[config.mk]
export PLATFORM = sky130hd
export DESIGN_NAME = mode_sequencer_flat
export DESIGN_NICKNAME = d
export VERILOG_FILES = /design/src/rtl/mode_sequencer_if.sv /design/src/rtl/mode_sequencer.sv /design/src/flat_wrapper.sv
export SDC_FILE = /design/constraint.sdc
export NUM_CORES = 1
export LEC_CHECK = 0
export BUFFER_PORTS_ARGS = -buffer_cell sky130_fd_sc_hd__buf_4
export CAP_MARGIN = 20
export CORE_UTILIZATION = 41
export CTS_CLUSTER_SIZE = 40
export DETAILED_ROUTE_END_ITERATION = 10
export HOLD_SLACK_MARGIN = 0.15
export PLACE_DENSITY = 0.59
export SLEW_MARGIN = 0
export SYNTH_ARGS = -nofsm -noshare
export SYNTH_HDL_FRONTEND = slang
export SYNTH_SLANG_ARGS = --single-unit
[constraint.sdc]
create_clock -name clk -period 1.95 [get_ports clk]
set_input_delay 0.4875 -clock clk [delete_from_list [all_inputs] [get_ports clk]]
set_output_delay 0.4875 -clock clk [all_outputs]
set_load 0.01 [all_outputs]
[src/rtl/mode_sequencer_if.sv]
// Button-path and mode-status signals between the controller decoder and the mode sequencer.
// The master drives the raw inputs; the slave (sequencer) drives mode and gated button outputs.
interface mode_sequencer_if;
  logic [4:0] nes_in;
  logic       mode_btn;
  logic [3:0] state;
  logic [4:0] nes_out;
  logic       btn_valid;
  logic       mode_change;

  modport master (
    output nes_in,
    output mode_btn,
    input  state,
    input  nes_out,
    input  btn_valid,
    input  mode_change
  );

  modport slave (
    input  nes_in,
    input  mode_btn,
    output state,
    output nes_out,
    output btn_valid,
    output mode_change
  );
endinterface

[src/rtl/mode_sequencer.sv]
// Three-mode button gate: mode_btn cycles the mode, each mode passes one window of button codes.
// Defining MODE_TIMEOUT_EN adds an idle counter that returns the device to mode 0.
module mode_sequencer #(
  parameter int unsigned LOCKOUT = 4,
  parameter int unsigned TIMEOUT = 12000000
) (
  input logic            clk,
  input logic            reset,
  mode_sequencer_if.slave bus
);

  typedef enum logic [3:0] {
    StMode0 = 4'd0,
    StMode1 = 4'd1,
    StMode2 = 4'd2
  } mode_e;

  localparam logic [4:0] NesNone  = 5'd12;
  localparam logic [7:0] LockLoad = 8'(LOCKOUT);

  if (LOCKOUT < 1 || LOCKOUT > 255) begin : g_lockout_range
    $error("mode_sequencer: LOCKOUT must be 1..255");
  end
  if (TIMEOUT < 1 || TIMEOUT > 32'h00FF_FFFF) begin : g_timeout_range
    $error("mode_sequencer: TIMEOUT must be 1..2^24-1");
  end

  logic       sync1_q, sync2_q, btn_prev_q;
  logic [1:0] warm_q;
  logic       btn_edge;

  mode_e      state_q;
  logic [4:0] nes_out_q;
  logic       btn_valid_q;
  logic       mode_change_q;
  logic [7:0] lock_q;

  mode_e      state_adv;
  mode_e      state_next;
  logic       in_window;
  logic       state_bad;
  logic       expire;
  logic       change;
  logic [4:0] gated;
  logic       valid_d;

  // Edges are ignored until the synchronizer and edge flop hold post-reset samples, so a
  // button held through reset release is never seen as a fresh press.
  always_ff @(posedge clk) begin
    if (reset) begin
      sync1_q    <= 1'b0;
      sync2_q    <= 1'b0;
      btn_prev_q <= 1'b0;
      warm_q     <= 2'd0;
    end else begin
      sync1_q    <= bus.mode_btn;
      sync2_q    <= sync1_q;
      btn_prev_q <= sync2_q;
      if (warm_q != 2'd3) warm_q <= warm_q + 2'd1;
    end
  end

  assign btn_edge = (warm_q == 2'd3) && sync2_q && !btn_prev_q;

  always_comb begin
    state_adv = StMode0;
    in_window = 1'b0;
    state_bad = 1'b0;
    case (state_q)
      StMode0: begin
        state_adv = StMode1;
        in_window = (bus.nes_in[4:2] == 3'b001);
      end
      StMode1: begin
        state_adv = StMode2;
        in_window = (bus.nes_in[4:2] == 3'b010);
      end
      StMode2: begin
        state_adv = StMode0;
        in_window = (bus.nes_in[4:2] == 3'b000);
      end
      default: state_bad = 1'b1;
    endcase
  end

  // Illegal state and timeout both land in mode 0; a button edge always takes precedence.
  assign state_next = (btn_edge && !state_bad) ? state_adv : StMode0;
  assign change     = state_bad || btn_edge || expire;
  assign gated      = in_window ? bus.nes_in : NesNone;
  // A counter of 1 is the last suppressed cycle, so the output computed now is already live.
  assign valid_d    = !change && (lock_q <= 8'd1) && (gated != NesNone) && (gated != nes_out_q);

`ifdef MODE_TIMEOUT_EN
  logic [23:0] idle_q;

  // idle_q is 0 in the first idle cycle, so TIMEOUT cycles have elapsed at TIMEOUT-1.
  assign expire = (state_q != StMode0) && (idle_q == 24'(TIMEOUT - 1));

  always_ff @(posedge clk) begin
    if (reset) begin
      idle_q <= 24'd0;
    end else if (state_q == StMode0 || change || valid_d) begin
      idle_q <= 24'd0;
    end else begin
      idle_q <= idle_q + 24'd1;
    end
  end
`else
  assign expire = 1'b0;
`endif

  always_ff @(posedge clk) begin
    if (reset) begin
      state_q       <= StMode0;
      nes_out_q     <= NesNone;
      btn_valid_q   <= 1'b0;
      mode_change_q <= 1'b0;
      lock_q        <= 8'd0;
    end else begin
      btn_valid_q   <= valid_d;
      mode_change_q <= 1'b0;
      if (change) begin
        state_q       <= state_next;
        mode_change_q <= 1'b1;
        lock_q        <= LockLoad;
        nes_out_q     <= NesNone;
      end else if (lock_q > 8'd1) begin
        lock_q    <= lock_q - 8'd1;
        nes_out_q <= NesNone;
      end else begin
        if (lock_q != 8'd0) lock_q <= lock_q - 8'd1;
        nes_out_q <= gated;
      end
    end
  end

  assign bus.state       = state_q;
  assign bus.nes_out     = nes_out_q;
  assign bus.btn_valid   = btn_valid_q;
  assign bus.mode_change = mode_change_q;

endmodule

[src/flat_wrapper.sv]
// flat-port wrapper written by rule: the top's interface ports become plain ports
module mode_sequencer_flat 
#(
  parameter int unsigned LOCKOUT = 4,
  parameter int unsigned TIMEOUT = 12000000
)
  (clk, reset, bus_nes_in, bus_mode_btn, bus_state, bus_nes_out, bus_btn_valid, bus_mode_change);
  mode_sequencer_if bus_i ();
  input logic clk;
  input logic reset;
  input wire logic [$bits(bus_i.nes_in)-1:0] bus_nes_in;
  input wire logic [$bits(bus_i.mode_btn)-1:0] bus_mode_btn;
  output wire logic [$bits(bus_i.state)-1:0] bus_state;
  output wire logic [$bits(bus_i.nes_out)-1:0] bus_nes_out;
  output wire logic [$bits(bus_i.btn_valid)-1:0] bus_btn_valid;
  output wire logic [$bits(bus_i.mode_change)-1:0] bus_mode_change;
  assign bus_i.nes_in = bus_nes_in;
  assign bus_i.mode_btn = bus_mode_btn;
  assign bus_state = bus_i.state;
  assign bus_nes_out = bus_i.nes_out;
  assign bus_btn_valid = bus_i.btn_valid;
  assign bus_mode_change = bus_i.mode_change;
  mode_sequencer #(.LOCKOUT(LOCKOUT), .TIMEOUT(TIMEOUT)) u_core (.clk(clk), .reset(reset), .bus(bus_i));
endmodule
==> flow_summary.json <==
{
  "slowest_delay_ns": 0.35,
  "ant_nets": 0,
  "h-tree-depth": 1,
  "track_usage_pct": 15.0,
  "crit_arrival_ns": 1.94,
  "root_buffer": "clkbuf_4",
  "antennaDiodeCount": 0,
  "fin_setup_tns_ns": 0,
  "ys_seq_area_share_pct": 44.2,
  "initial_core_util_pct": 44.2,
  "drive_gt1_share_pct": 21.2,
  "placed_cell_area_um2": 1120,
  "setup_ws_ns": 0.277,
  "cts_buffers": 3,
  "yosysUniqueCellTypes": 39,
  "clkSinkCount": 22,
  "fmax_ghz": 0.598,
  "synth_top_cell_by_area": "dfxtp_1",
  "chipWidth_um": 51.3,
  "antenna_found_initial": 0,
  "p_sw_share_pct": 35.6,
  "grt_pass1_wl_mm": 2.87,
  "area_growth_pct": 16.1,
  "finalSetupViolCount": 0,
  "crit_slowest_cell": "dfxtp_1",
  "ys_warn_count": 0,
  "hp-class": "in2reg",
  "max-cap-violations": 0,
  "p_sw_mw": 0.493,
  "power_density_nw_per_um2": 1200,
  "ios": 19,
  "die_h_um": 51.3,
  "drv_slew": 0,
  "postCtsResizedCells": 0,
  "rsz0062_at_grt": "no",
  "nets": 130,
  "r2r_cells": 5,
  "worst-setup-path-type": "reg2reg",
  "viasPerCell": 5.05,
  "critPathLaunchType": "register",
  "post-route-util_pct": 51.3,
  "irDropWorstVdd_uv": 839,
  "clkTransAtPathRegs_ns": 0.12,
  "cp_max_fo": 5,
  "final_common_cell": "dfxtp_1",
  "row_count": 17,
  "grt_overflow": 0,
  "status": "finished, final reports clean",
  "dp_hpwl_mm": 1.22,
  "layout_common_cells": "22 x dfxtp_1, 16 x buf_4, 12 x nor2_1",
  "synth_cells": 102,
  "power_leakage_nw": 0.485,
  "dp_slack_ns": 0.167,
  "min_period_ns": 1.67,
  "fin_worst_skew_ns": 0.00191,
  "die_area_um2": 2630,
  "vias": 738,
  "portBuffers": 16,
  "ctsHoldBuffers": 0,
  "n_fill_cell": 213,
  "grt_max_degree": 13,
  "hold_viol": 0,
  "totalWireLength_mm": 1.59,
  "pwr-share-clk_pct": 18.2,
  "firstDrtPassIters": 4,
  "fp.coreArea_um2": 2250,
  "p_int_mw": 0.892,
  "crit_path_cell_trace": "ha_1 -> and3b_1 -> a211o_1 -> nor3b_4 -> o41a_1",
  "synth_area_um2": 996,
  "cts_tree": "done",
  "post_cts.repair.setup_buffers": 0,
  "drtIter0Drc": 8,
  "end_kind": "register",
  "drc": 0,
  "synth-seq-cells": 22,
  "wl_per_cell_um": 10.9,
  "clock_latency_ns": 0.31,
  "gp_congestion": 0.678,
  "power_frac_seq_pct": 46.6,
  "clk_path_buf_depth": 2,
  "syn_area_per_cell_um2": 9.76,
  "ys_top_cells_by_area": "dfxtp_1 44%, xnor2_1 5.3%, nor2_1 4.5%",
  "grt_pass1_vias": 684,
  "fin_crit_sh_pct": 85.8,
  "netlist.area_leader.share_pct": 44.2,
  "hold_path_depth": 2,
  "finalInstanceArea_um2": 1160,
  "p_comb_share_pct": 35.2,
  "crit_required_ns": 2.21
}
## metrics by stage
| step | total power [mW] | std cells | hold slack, ns |
|---|---|---|---|
| after floorplan | 1.04 | 104 | 0.414 |
| after global placement | 1.13 | 142 | 0.417 |
| after detailed placement | 1.14 | 142 | 0.428 |
| after CTS | 1.41 | 146 | 0.375 |
| after global routing | 1.51 | 146 | 0.365 |
| final | 1.38 | 146 | 0.388 |
## registers in the layout (all words and copies together) (netlist names), 2 cells and up
| signal | flops |
|---|---|
| u_core.bus.state | 2 |
| u_core.lock_q | 8 |
| u_core.warm_q | 2 |
| u_core.bus.nes_out | 5 |
## synth_stat cells (all sizes together)
library cell,instances
ha,3
mux2i,1
conb,1
or3,1
nor3,1
nor3b,2
nand3b,2
o211ai,1
or2,1
dfxtp,22
buf,4
nor2,13
a21oi,4
and2,2
and3b,1
o41a,1
a2111oi,1
inv,3
or4,2
o31ai,2
o2bb2ai,1
a211oi,3
xnor2,6
nand3,1
nand2b,4
a31oi,1
xor2,5
nor2b,4
a211o,1
o22ai,1
nor4,2
nand2,2
nor4bb,1
clkbuf,2
## logic make-up (layout without fill, tap and decap cells)
logic type | count (synthesis) | in the layout | synth area share [%]
xor gates and xnor gates | 11 | 11 | 9.67
and+or+nand+nor | 39 | 39 | 24.4
AOI/OAI and AO/OA | 16 | 16 | 11.6
buffers and inverters | 9 | 23 | 5.02
muxes | 1 | 1 | 1.01
adders and majority gates | 3 | 3 | 3.77
DFF | 22 | 22 | 44.2
other | 1 | 3 | 0.377
## layer usage
layer | share of wire, % | wire (um) | vias to the layer above | global-route usage, %
met1 | 46 | 738 | 337 | 16.3
met3 | 5.0 | 80 | 2 | 6.25
met4 | 0.88 | 14 | 0 | 5.41
met2 | 48 | 755 | 16 | 25.9
met5 | 0 | 0 | - | 0
li1 | - | - | 383 | -
## power groups by stage
stage	combinational (mW)	clock, mW	sequential, mW
final	0.487	0.251	0.646
after global routing	0.563	0.284	0.661
after CTS	0.495	0.269	0.644
after detailed placement	0.489	0	0.654
after global placement	0.483	0	0.650
after floorplan	0.408	0	0.634
## critical path: cells and delay by family (launching register included)
| family | cells | cell delay (ns) |
|---|---|---|
| adders and majority gates | 1 | 0.24 |
| DFF | 1 | 0.35 |
| AOI/OAI and AO/OA | 2 | 0.51 |
| and+or+nand+nor | 2 | 0.54 |
## final timing paths
check                                startpoint                               to  slack [ns]
hold / removal                     bus_mode_btn        u_core.sync1_q$_SDFF_PP0_        0.39
setup reg to reg  u_core.warm_q[0]$_SDFFE_PP0P_  u_core.bus.btn_valid$_SDFF_PP0_        0.28
hold reg to reg       u_core.sync1_q$_SDFF_PP0_        u_core.sync2_q$_SDFF_PP0_        0.45
setup / recovery  u_core.warm_q[0]$_SDFFE_PP0P_  u_core.bus.btn_valid$_SDFF_PP0_        0.28
## layout make-up
cell class | count | area [um^2] | area share (%)
clock buffer | 4 | 36.3 | 3.14
inverter | 3 | 11.3 | 0.974
multi-input combinational | 73 | 513 | 44.4
sequential | 22 | 440 | 38.1
tap | 28 | 35.0 | 3.03
timing repair buffer | 16 | 120 | 10.4
No activity file was read; power rests on OpenSTA's default activity.
